==> config.mk <==
export PLATFORM = sky130hd
export DESIGN_NAME = _page_dezigzag_rowdist
export DESIGN_NICKNAME = d
export VERILOG_FILES = /design/src/rtl/_page_dezigzag_rowdist.sv
export SDC_FILE = /design/constraint.sdc
export NUM_CORES = 2
export LEC_CHECK = 0
export BUFFER_PORTS_ARGS = -buffer_cell sky130_fd_sc_hd__buf_4
export CAP_MARGIN = 30
export CORE_MARGIN = 2
export CORE_UTILIZATION = 55
export DETAILED_ROUTE_END_ITERATION = 16
export PLACE_DENSITY = 0.74
export SLEW_MARGIN = 25
export SYNTH_ARGS = -nofsm -noshare
export SYNTH_HDL_FRONTEND = slang
export SYNTH_SLANG_ARGS = --single-unit
==> constraint.sdc <==
create_clock -name clock -period 3.69 [get_ports clock]
set_clock_uncertainty 0.2 [all_clocks]
set_input_delay 0 -clock clock [delete_from_list [all_inputs] [get_ports clock]]
set_output_delay 0 -clock clock [all_outputs]
set_load 0.02 [all_outputs]
==> src/rtl/_page_dezigzag_rowdist.sv <==
// Zigzag-to-raster reorder of 8x8 coefficient blocks through a two-bank ping-pong store.
// Each completed block leaves as eight row beats, column K on lane K, all lanes in lockstep.
module _page_dezigzag_rowdist #(
  parameter int W     = 16,
  parameter bit ZZ_EN = 1'b1
) (
  input  logic         clock,
  input  logic         reset,
  input  logic [W-1:0] c_d,
  input  logic         c_e,
  input  logic         c_v,
  output logic         c_b,
  output logic [W-1:0] r0_d,
  output logic [W-1:0] r1_d,
  output logic [W-1:0] r2_d,
  output logic [W-1:0] r3_d,
  output logic [W-1:0] r4_d,
  output logic [W-1:0] r5_d,
  output logic [W-1:0] r6_d,
  output logic [W-1:0] r7_d,
  output logic         r0_e,
  output logic         r1_e,
  output logic         r2_e,
  output logic         r3_e,
  output logic         r4_e,
  output logic         r5_e,
  output logic         r6_e,
  output logic         r7_e,
  output logic         r0_v,
  output logic         r1_v,
  output logic         r2_v,
  output logic         r3_v,
  output logic         r4_v,
  output logic         r5_v,
  output logic         r6_v,
  output logic         r7_v,
  input  logic         r0_b,
  input  logic         r1_b,
  input  logic         r2_b,
  input  logic         r3_b,
  input  logic         r4_b,
  input  logic         r5_b,
  input  logic         r6_b,
  input  logic         r7_b,
  output logic         blk_err
);

  typedef enum logic [1:0] {ST_RUN, ST_FLUSH, ST_EMIT} state_t;

  // Zigzag position -> raster index (row*8 + column)
  function automatic logic [5:0] zz(input logic [5:0] n);
    case (n)
      6'd0:  zz = 6'd0;   6'd1:  zz = 6'd1;   6'd2:  zz = 6'd8;   6'd3:  zz = 6'd16;
      6'd4:  zz = 6'd9;   6'd5:  zz = 6'd2;   6'd6:  zz = 6'd3;   6'd7:  zz = 6'd10;
      6'd8:  zz = 6'd17;  6'd9:  zz = 6'd24;  6'd10: zz = 6'd32;  6'd11: zz = 6'd25;
      6'd12: zz = 6'd18;  6'd13: zz = 6'd11;  6'd14: zz = 6'd4;   6'd15: zz = 6'd5;
      6'd16: zz = 6'd12;  6'd17: zz = 6'd19;  6'd18: zz = 6'd26;  6'd19: zz = 6'd33;
      6'd20: zz = 6'd40;  6'd21: zz = 6'd48;  6'd22: zz = 6'd41;  6'd23: zz = 6'd34;
      6'd24: zz = 6'd27;  6'd25: zz = 6'd20;  6'd26: zz = 6'd13;  6'd27: zz = 6'd6;
      6'd28: zz = 6'd7;   6'd29: zz = 6'd14;  6'd30: zz = 6'd21;  6'd31: zz = 6'd28;
      6'd32: zz = 6'd35;  6'd33: zz = 6'd42;  6'd34: zz = 6'd49;  6'd35: zz = 6'd56;
      6'd36: zz = 6'd57;  6'd37: zz = 6'd50;  6'd38: zz = 6'd43;  6'd39: zz = 6'd36;
      6'd40: zz = 6'd29;  6'd41: zz = 6'd22;  6'd42: zz = 6'd15;  6'd43: zz = 6'd23;
      6'd44: zz = 6'd30;  6'd45: zz = 6'd37;  6'd46: zz = 6'd44;  6'd47: zz = 6'd51;
      6'd48: zz = 6'd58;  6'd49: zz = 6'd59;  6'd50: zz = 6'd52;  6'd51: zz = 6'd45;
      6'd52: zz = 6'd38;  6'd53: zz = 6'd31;  6'd54: zz = 6'd39;  6'd55: zz = 6'd46;
      6'd56: zz = 6'd53;  6'd57: zz = 6'd60;  6'd58: zz = 6'd61;  6'd59: zz = 6'd54;
      6'd60: zz = 6'd47;  6'd61: zz = 6'd55;  6'd62: zz = 6'd62;  6'd63: zz = 6'd63;
      default: zz = n;
    endcase
  endfunction

  state_t       state_reg;
  logic [1:0]   full_reg;
  logic [1:0]   full_next;
  logic         wb_reg;
  logic         rb_reg;
  logic [5:0]   wc_reg;
  logic [2:0]   rr_reg;
  logic         out_v_reg;
  logic         out_e_reg;
  logic         blk_err_reg;

  logic [7:0]   lane_b;
  logic [W-1:0] lane_d [8];
  logic         accept;
  logic         accept_data;
  logic         accept_eos;
  logic         beat_xfer;
  logic         load;
  logic [5:0]   wr_idx;
  logic [2:0]   wr_row;
  logic [2:0]   wr_col;

  assign lane_b = {r7_b, r6_b, r5_b, r4_b, r3_b, r2_b, r1_b, r0_b};

  // Stall depends only on registers so the upstream never sees a combinational loop
  assign c_b         = full_reg[wb_reg] | (state_reg != ST_RUN);
  assign accept      = c_v & ~c_b;
  assign accept_data = accept & ~c_e;
  assign accept_eos  = accept & c_e;

  assign beat_xfer   = out_v_reg & ~(|lane_b);
  assign load        = (~out_v_reg | beat_xfer) & full_reg[rb_reg];

  assign wr_idx      = ZZ_EN ? zz(wc_reg) : wc_reg;
  assign wr_row      = wr_idx[5:3];
  assign wr_col      = wr_idx[2:0];

  // Fill and drain always target different banks, so both edits can apply together
  always_comb begin
    full_next = full_reg;
    if (accept_data && wc_reg == 6'd63) full_next[wb_reg] = 1'b1;
    if (load && rr_reg == 3'd7)         full_next[rb_reg] = 1'b0;
  end

  always_ff @(posedge clock) begin
    if (!reset) begin
      state_reg   <= ST_RUN;
      full_reg    <= 2'b00;
      wb_reg      <= 1'b0;
      rb_reg      <= 1'b0;
      wc_reg      <= 6'd0;
      rr_reg      <= 3'd0;
      out_v_reg   <= 1'b0;
      out_e_reg   <= 1'b0;
      blk_err_reg <= 1'b0;
    end else begin
      full_reg <= full_next;

      if (accept_data) begin
        wc_reg <= wc_reg + 6'd1;
        if (wc_reg == 6'd63) wb_reg <= ~wb_reg;
      end

      if (load) begin
        rr_reg <= rr_reg + 3'd1;
        if (rr_reg == 3'd7) rb_reg <= ~rb_reg;
      end

      if (load) begin
        out_v_reg <= 1'b1;
      end else if (beat_xfer) begin
        out_v_reg <= 1'b0;
        out_e_reg <= 1'b0;
      end

      case (state_reg)
        ST_RUN: begin
          if (accept_eos) begin
            // A partial block is dropped by rewinding the fill count
            if (wc_reg != 6'd0) blk_err_reg <= 1'b1;
            wc_reg    <= 6'd0;
            state_reg <= ST_FLUSH;
          end
        end
        ST_FLUSH: begin
          if (full_reg == 2'b00 && !out_v_reg) begin
            out_v_reg <= 1'b1;
            out_e_reg <= 1'b1;
            state_reg <= ST_EMIT;
          end
        end
        ST_EMIT: begin
          if (beat_xfer) state_reg <= ST_RUN;
        end
        default: state_reg <= ST_RUN;
      endcase
    end
  end

  // One small RAM per column lane lets a whole row be read in a single cycle
  for (genvar gi = 0; gi < 8; gi++) begin : g_lane
    logic [W-1:0] lane_mem [0:15];
    logic [W-1:0] lane_d_reg;

    always_ff @(posedge clock) begin
      if (reset && accept_data && wr_col == 3'(gi))
        lane_mem[{wb_reg, wr_row}] <= c_d;
    end

    always_ff @(posedge clock) begin
      if (!reset)    lane_d_reg <= '0;
      else if (load) lane_d_reg <= lane_mem[{rb_reg, rr_reg}];
    end

    assign lane_d[gi] = lane_d_reg;
  end

  assign r0_d = lane_d[0];
  assign r1_d = lane_d[1];
  assign r2_d = lane_d[2];
  assign r3_d = lane_d[3];
  assign r4_d = lane_d[4];
  assign r5_d = lane_d[5];
  assign r6_d = lane_d[6];
  assign r7_d = lane_d[7];

  assign r0_v = out_v_reg;
  assign r1_v = out_v_reg;
  assign r2_v = out_v_reg;
  assign r3_v = out_v_reg;
  assign r4_v = out_v_reg;
  assign r5_v = out_v_reg;
  assign r6_v = out_v_reg;
  assign r7_v = out_v_reg;

  assign r0_e = out_e_reg;
  assign r1_e = out_e_reg;
  assign r2_e = out_e_reg;
  assign r3_e = out_e_reg;
  assign r4_e = out_e_reg;
  assign r5_e = out_e_reg;
  assign r6_e = out_e_reg;
  assign r7_e = out_e_reg;

  assign blk_err = blk_err_reg;

endmodule

==> results.toml <==
[outcome]
status = "finished clean"

[power]
totalPowerFinal_uw = 50210
vdd.ir_drop.worst_mv = 0.4429
power-per-cell-area_mw_per_mm2 = 520.1
power.leakage_uw = 0.02968

[floorplanning]
floorplan.initialDensity_pct = 55.52
die-area_mm2 = 0.1549
die_w_um = 393.5
core_area_mm2 = 0.1503
floorplan.rows = 142
chipHeight_um = 393.5
io-pin-count = 174

[synthesis]
synth_cell_types = 56
ys_ff_latch = 2200
mappedNetlistNets = 3854
post_synth_inst_count = 3811
ys_async_sr_fraction_pct = 0
average_cell_area_after_synthesis_um2 = 21.90
post-synth-top-area-fraction_pct = 73.69
post_synth_instance_area_mm2 = 0.08346
synth_edf_count = 2048
synth_seq_area_share_pct = 77.34
yosys_warnings = 0
postSynth.topFlopCell = "sky130_fd_sc_hd__edfxtp_1"
yosys-top-cells-area = "sky130_fd_sc_hd__edfxtp_1 74%, sky130_fd_sc_hd__mux4_2 17%, sky130_fd_sc_hd__dfxtp_1 3.6%"
synth_largest_area_cell = "sky130_fd_sc_hd__edfxtp_1"

[final_layout]
leading_cell_types_in_the_layout_fill_and_taps_excluded = "2,048 x sky130_fd_sc_hd__edfxtp_1, 640 x sky130_fd_sc_hd__mux4_2, 385 x sky130_fd_sc_hd__buf_4"
area.sequential_mm2 = 0.06456
fin_area_mm2 = 0.09653
layout-drive-gt1-share_pct = 33.33
area_growth_syn_to_layout_pct = 15.66
multiInputGateArea_mm2 = 0.01811
mostFrequentLayoutCell = "sky130_fd_sc_hd__edfxtp_1"
finish.net_count = 4307
fillers = 9749
largest_register_ff_count = 2048
stdcell_count = 6467
largest_register_by_flop_count = "g_lane.lane_mem"

[critical_path]
timing.critical_path.arrival_ns = 3.91
setup.worst_path.start_class = "flip-flop"
timing.critical_path.to_type = "flip-flop"
worst-path-max-fanout = 10
cp_data_required_time_ns = 4.21
setup.reg_to_reg.worst_slack_ns = 0.29
critPathKind = "flip-flop to flip-flop"

[clocking]
worst_skew_pair.late_latency_ns = 0.84
cts_buffer_count = 211
cts.reportedPaths.clkPinSlew_ns = 0.07
cts-root-to-sink-buffers = 3
htreeDepth = 4
tritoncts_clock_tree = "done"
cts_sinks = 2200
clock-root-buffer = "sky130_fd_sc_hd__clkbuf_16"
cts_setup_buffers = 0

[route]
wire_per_inst_um = 30.59
avgViaCountPerCell = 6.307
routed-via-count = 40790
wirelength_um = 197800
first_iter_violations = 4945
ant_nets = 0
drt_pass1_iterations = 5
drc = 0

[flow_run]
number_of_violations_of_the_max_capacitance_limit = 0

[hold_path]
holdCritPathClass = "input pin to flip-flop"

[grt]
grt_pass1_wl_um = 288300
grt_max_degree = 129
grt_pass1_vias = 41240
antenna_found_initial = 3
groute.usage.overall_pct = 25.66
global_route.overflow_total = 0

[place]
pre_cts_ws_ns = -0.2161
cell_area_after_placement_mm2 = 0.08886
hpwl_um = 108600
place_inst = 6029
portBuffers = 173
gp_routability_congestion = 0.8064

[sta]
max_freq_mhz = 294.5
total_count_of_max_transition_violations_in_the_final_report = 0
post_route_setup_tns_ns = 0
finalWorstPathRequiredPeriod_ns = 3.396
max_slew_margin_pct = 31.48
max_slew.worst_pin.slew_ns = 1.028
final-setup-viol-count = 0
final_hold_viol_count = 0
final_critical_path_setup_slack_ns = 0.2940
grt_setup_unrepaired = "no"
final_min_period_over_clock_period_pct = 92.03
==> cells in the mapped netlist, types with 4 or more instances <==
cell                          n
sky130_fd_sc_hd__edfxtp_1  2048
sky130_fd_sc_hd__mux4_2     640
sky130_fd_sc_hd__nand2_1    298
sky130_fd_sc_hd__dfxtp_1    152
sky130_fd_sc_hd__a21oi_1    151
sky130_fd_sc_hd__nor2_1     151
sky130_fd_sc_hd__clkbuf_1   128
sky130_fd_sc_hd__buf_2       57
sky130_fd_sc_hd__buf_1       22
sky130_fd_sc_hd__buf_4       16
sky130_fd_sc_hd__nand3_1     16
sky130_fd_sc_hd__ha_1        15
sky130_fd_sc_hd__inv_1       11
sky130_fd_sc_hd__nor3_1       8
sky130_fd_sc_hd__nor4_1       8
sky130_fd_sc_hd__o21ai_0      7
sky130_fd_sc_hd__a31oi_1      6
sky130_fd_sc_hd__o21a_1       6
sky130_fd_sc_hd__nor2b_1      5
sky130_fd_sc_hd__o211ai_1     5
sky130_fd_sc_hd__xnor2_1      5
sky130_fd_sc_hd__and2_1       4
==> timing repair <==
item | in CTS | in global routing
endpoints found under the setup margin | 930 | 893
hold buffers | 33 | 2
hold endpoints to repair | 2008 | 33
resized for setup | 2 | 6
pin swaps | 0 | 0
==> power by group <==
group | leakage, µW | internal (µW) | switching, µW | total (µW)
Sequential | 0.0196 | 27200 | 16.8 | 27300
Clock | 0.00348 | 13000 | 9240 | 22300
Combinational | 0.00657 | 138 | 547 | 685
Total | 0.0297 | 40400 | 9810 | 50200
==> worst paths after layout <==
check | startpoint | to | depth (start not counted)
worst max-delay path | state_reg[1] | wr_idx[1] | 10
worst min-delay path | c_d[2] | g_lane[3].lane_mem[13][2] | 2
worst max register to register | state_reg[1] | wr_idx[1] | 10
worst min register to register | r1_d[15] | r1_d[15] | 2
==> metal layers <==
layer / up-vias / routed length [µm] / global-route usage, %
met5: - / 28 / 0
met1: 21480 / 75510 / 35.97
li1: 16710 / - / -
met2: 2250 / 98730 / 41.54
met4: 4 / 5729 / 7.670
met3: 348 / 17820 / 5.068
==> worst max-delay path, stage by stage (launching register included) <==
cell                       delay [ns]
sky130_fd_sc_hd__dfxtp_1         0.38
sky130_fd_sc_hd__nor3b_1         0.44
sky130_fd_sc_hd__and2_1          0.26
sky130_fd_sc_hd__o21ai_1         0.24
sky130_fd_sc_hd__nor2_1          0.37
sky130_fd_sc_hd__inv_1           0.15
sky130_fd_sc_hd__ha_1            0.38
sky130_fd_sc_hd__xnor2_1         0.25
sky130_fd_sc_hd__a221oi_1        0.11
sky130_fd_sc_hd__mux2_2          0.29
sky130_fd_sc_hd__a22o_1          0.22
==> kinds of logic after synthesis <==
family          after synthesis  synth area share, %
simple gates                505                2.441
xor+xnor                      7              0.07346
buf+inv                     237                1.232
compound gates              201                1.346
fa+ha+maj                    15               0.2249
mux                         646                17.35
flops                      2200                77.34
==> metrics by stage <==
stage	util (%)	hold WS, ns
4_1_cts	64.13	0.01751
3_3_place_gp	59.02	0.1449
2_1_floorplan	-	-0.1011
3_5_place_dp	59.12	0.1399
6_report	64.22	0.08951
5_1_grt	64.22	0.07528
==> area by class of cell <==
cell class / count / share of cell area, %
diodes: 2 / 0.005185
clock buffers: 261 / 5.847
clock inverters: 137 / 1.597
inverters: 13 / 0.05574
multi-input cells: 1374 / 18.77
flip-flops and latches: 2200 / 66.88
well taps: 2016 / 2.613
repair buffers: 464 / 4.236
Power figures use the tool's default switching activity.
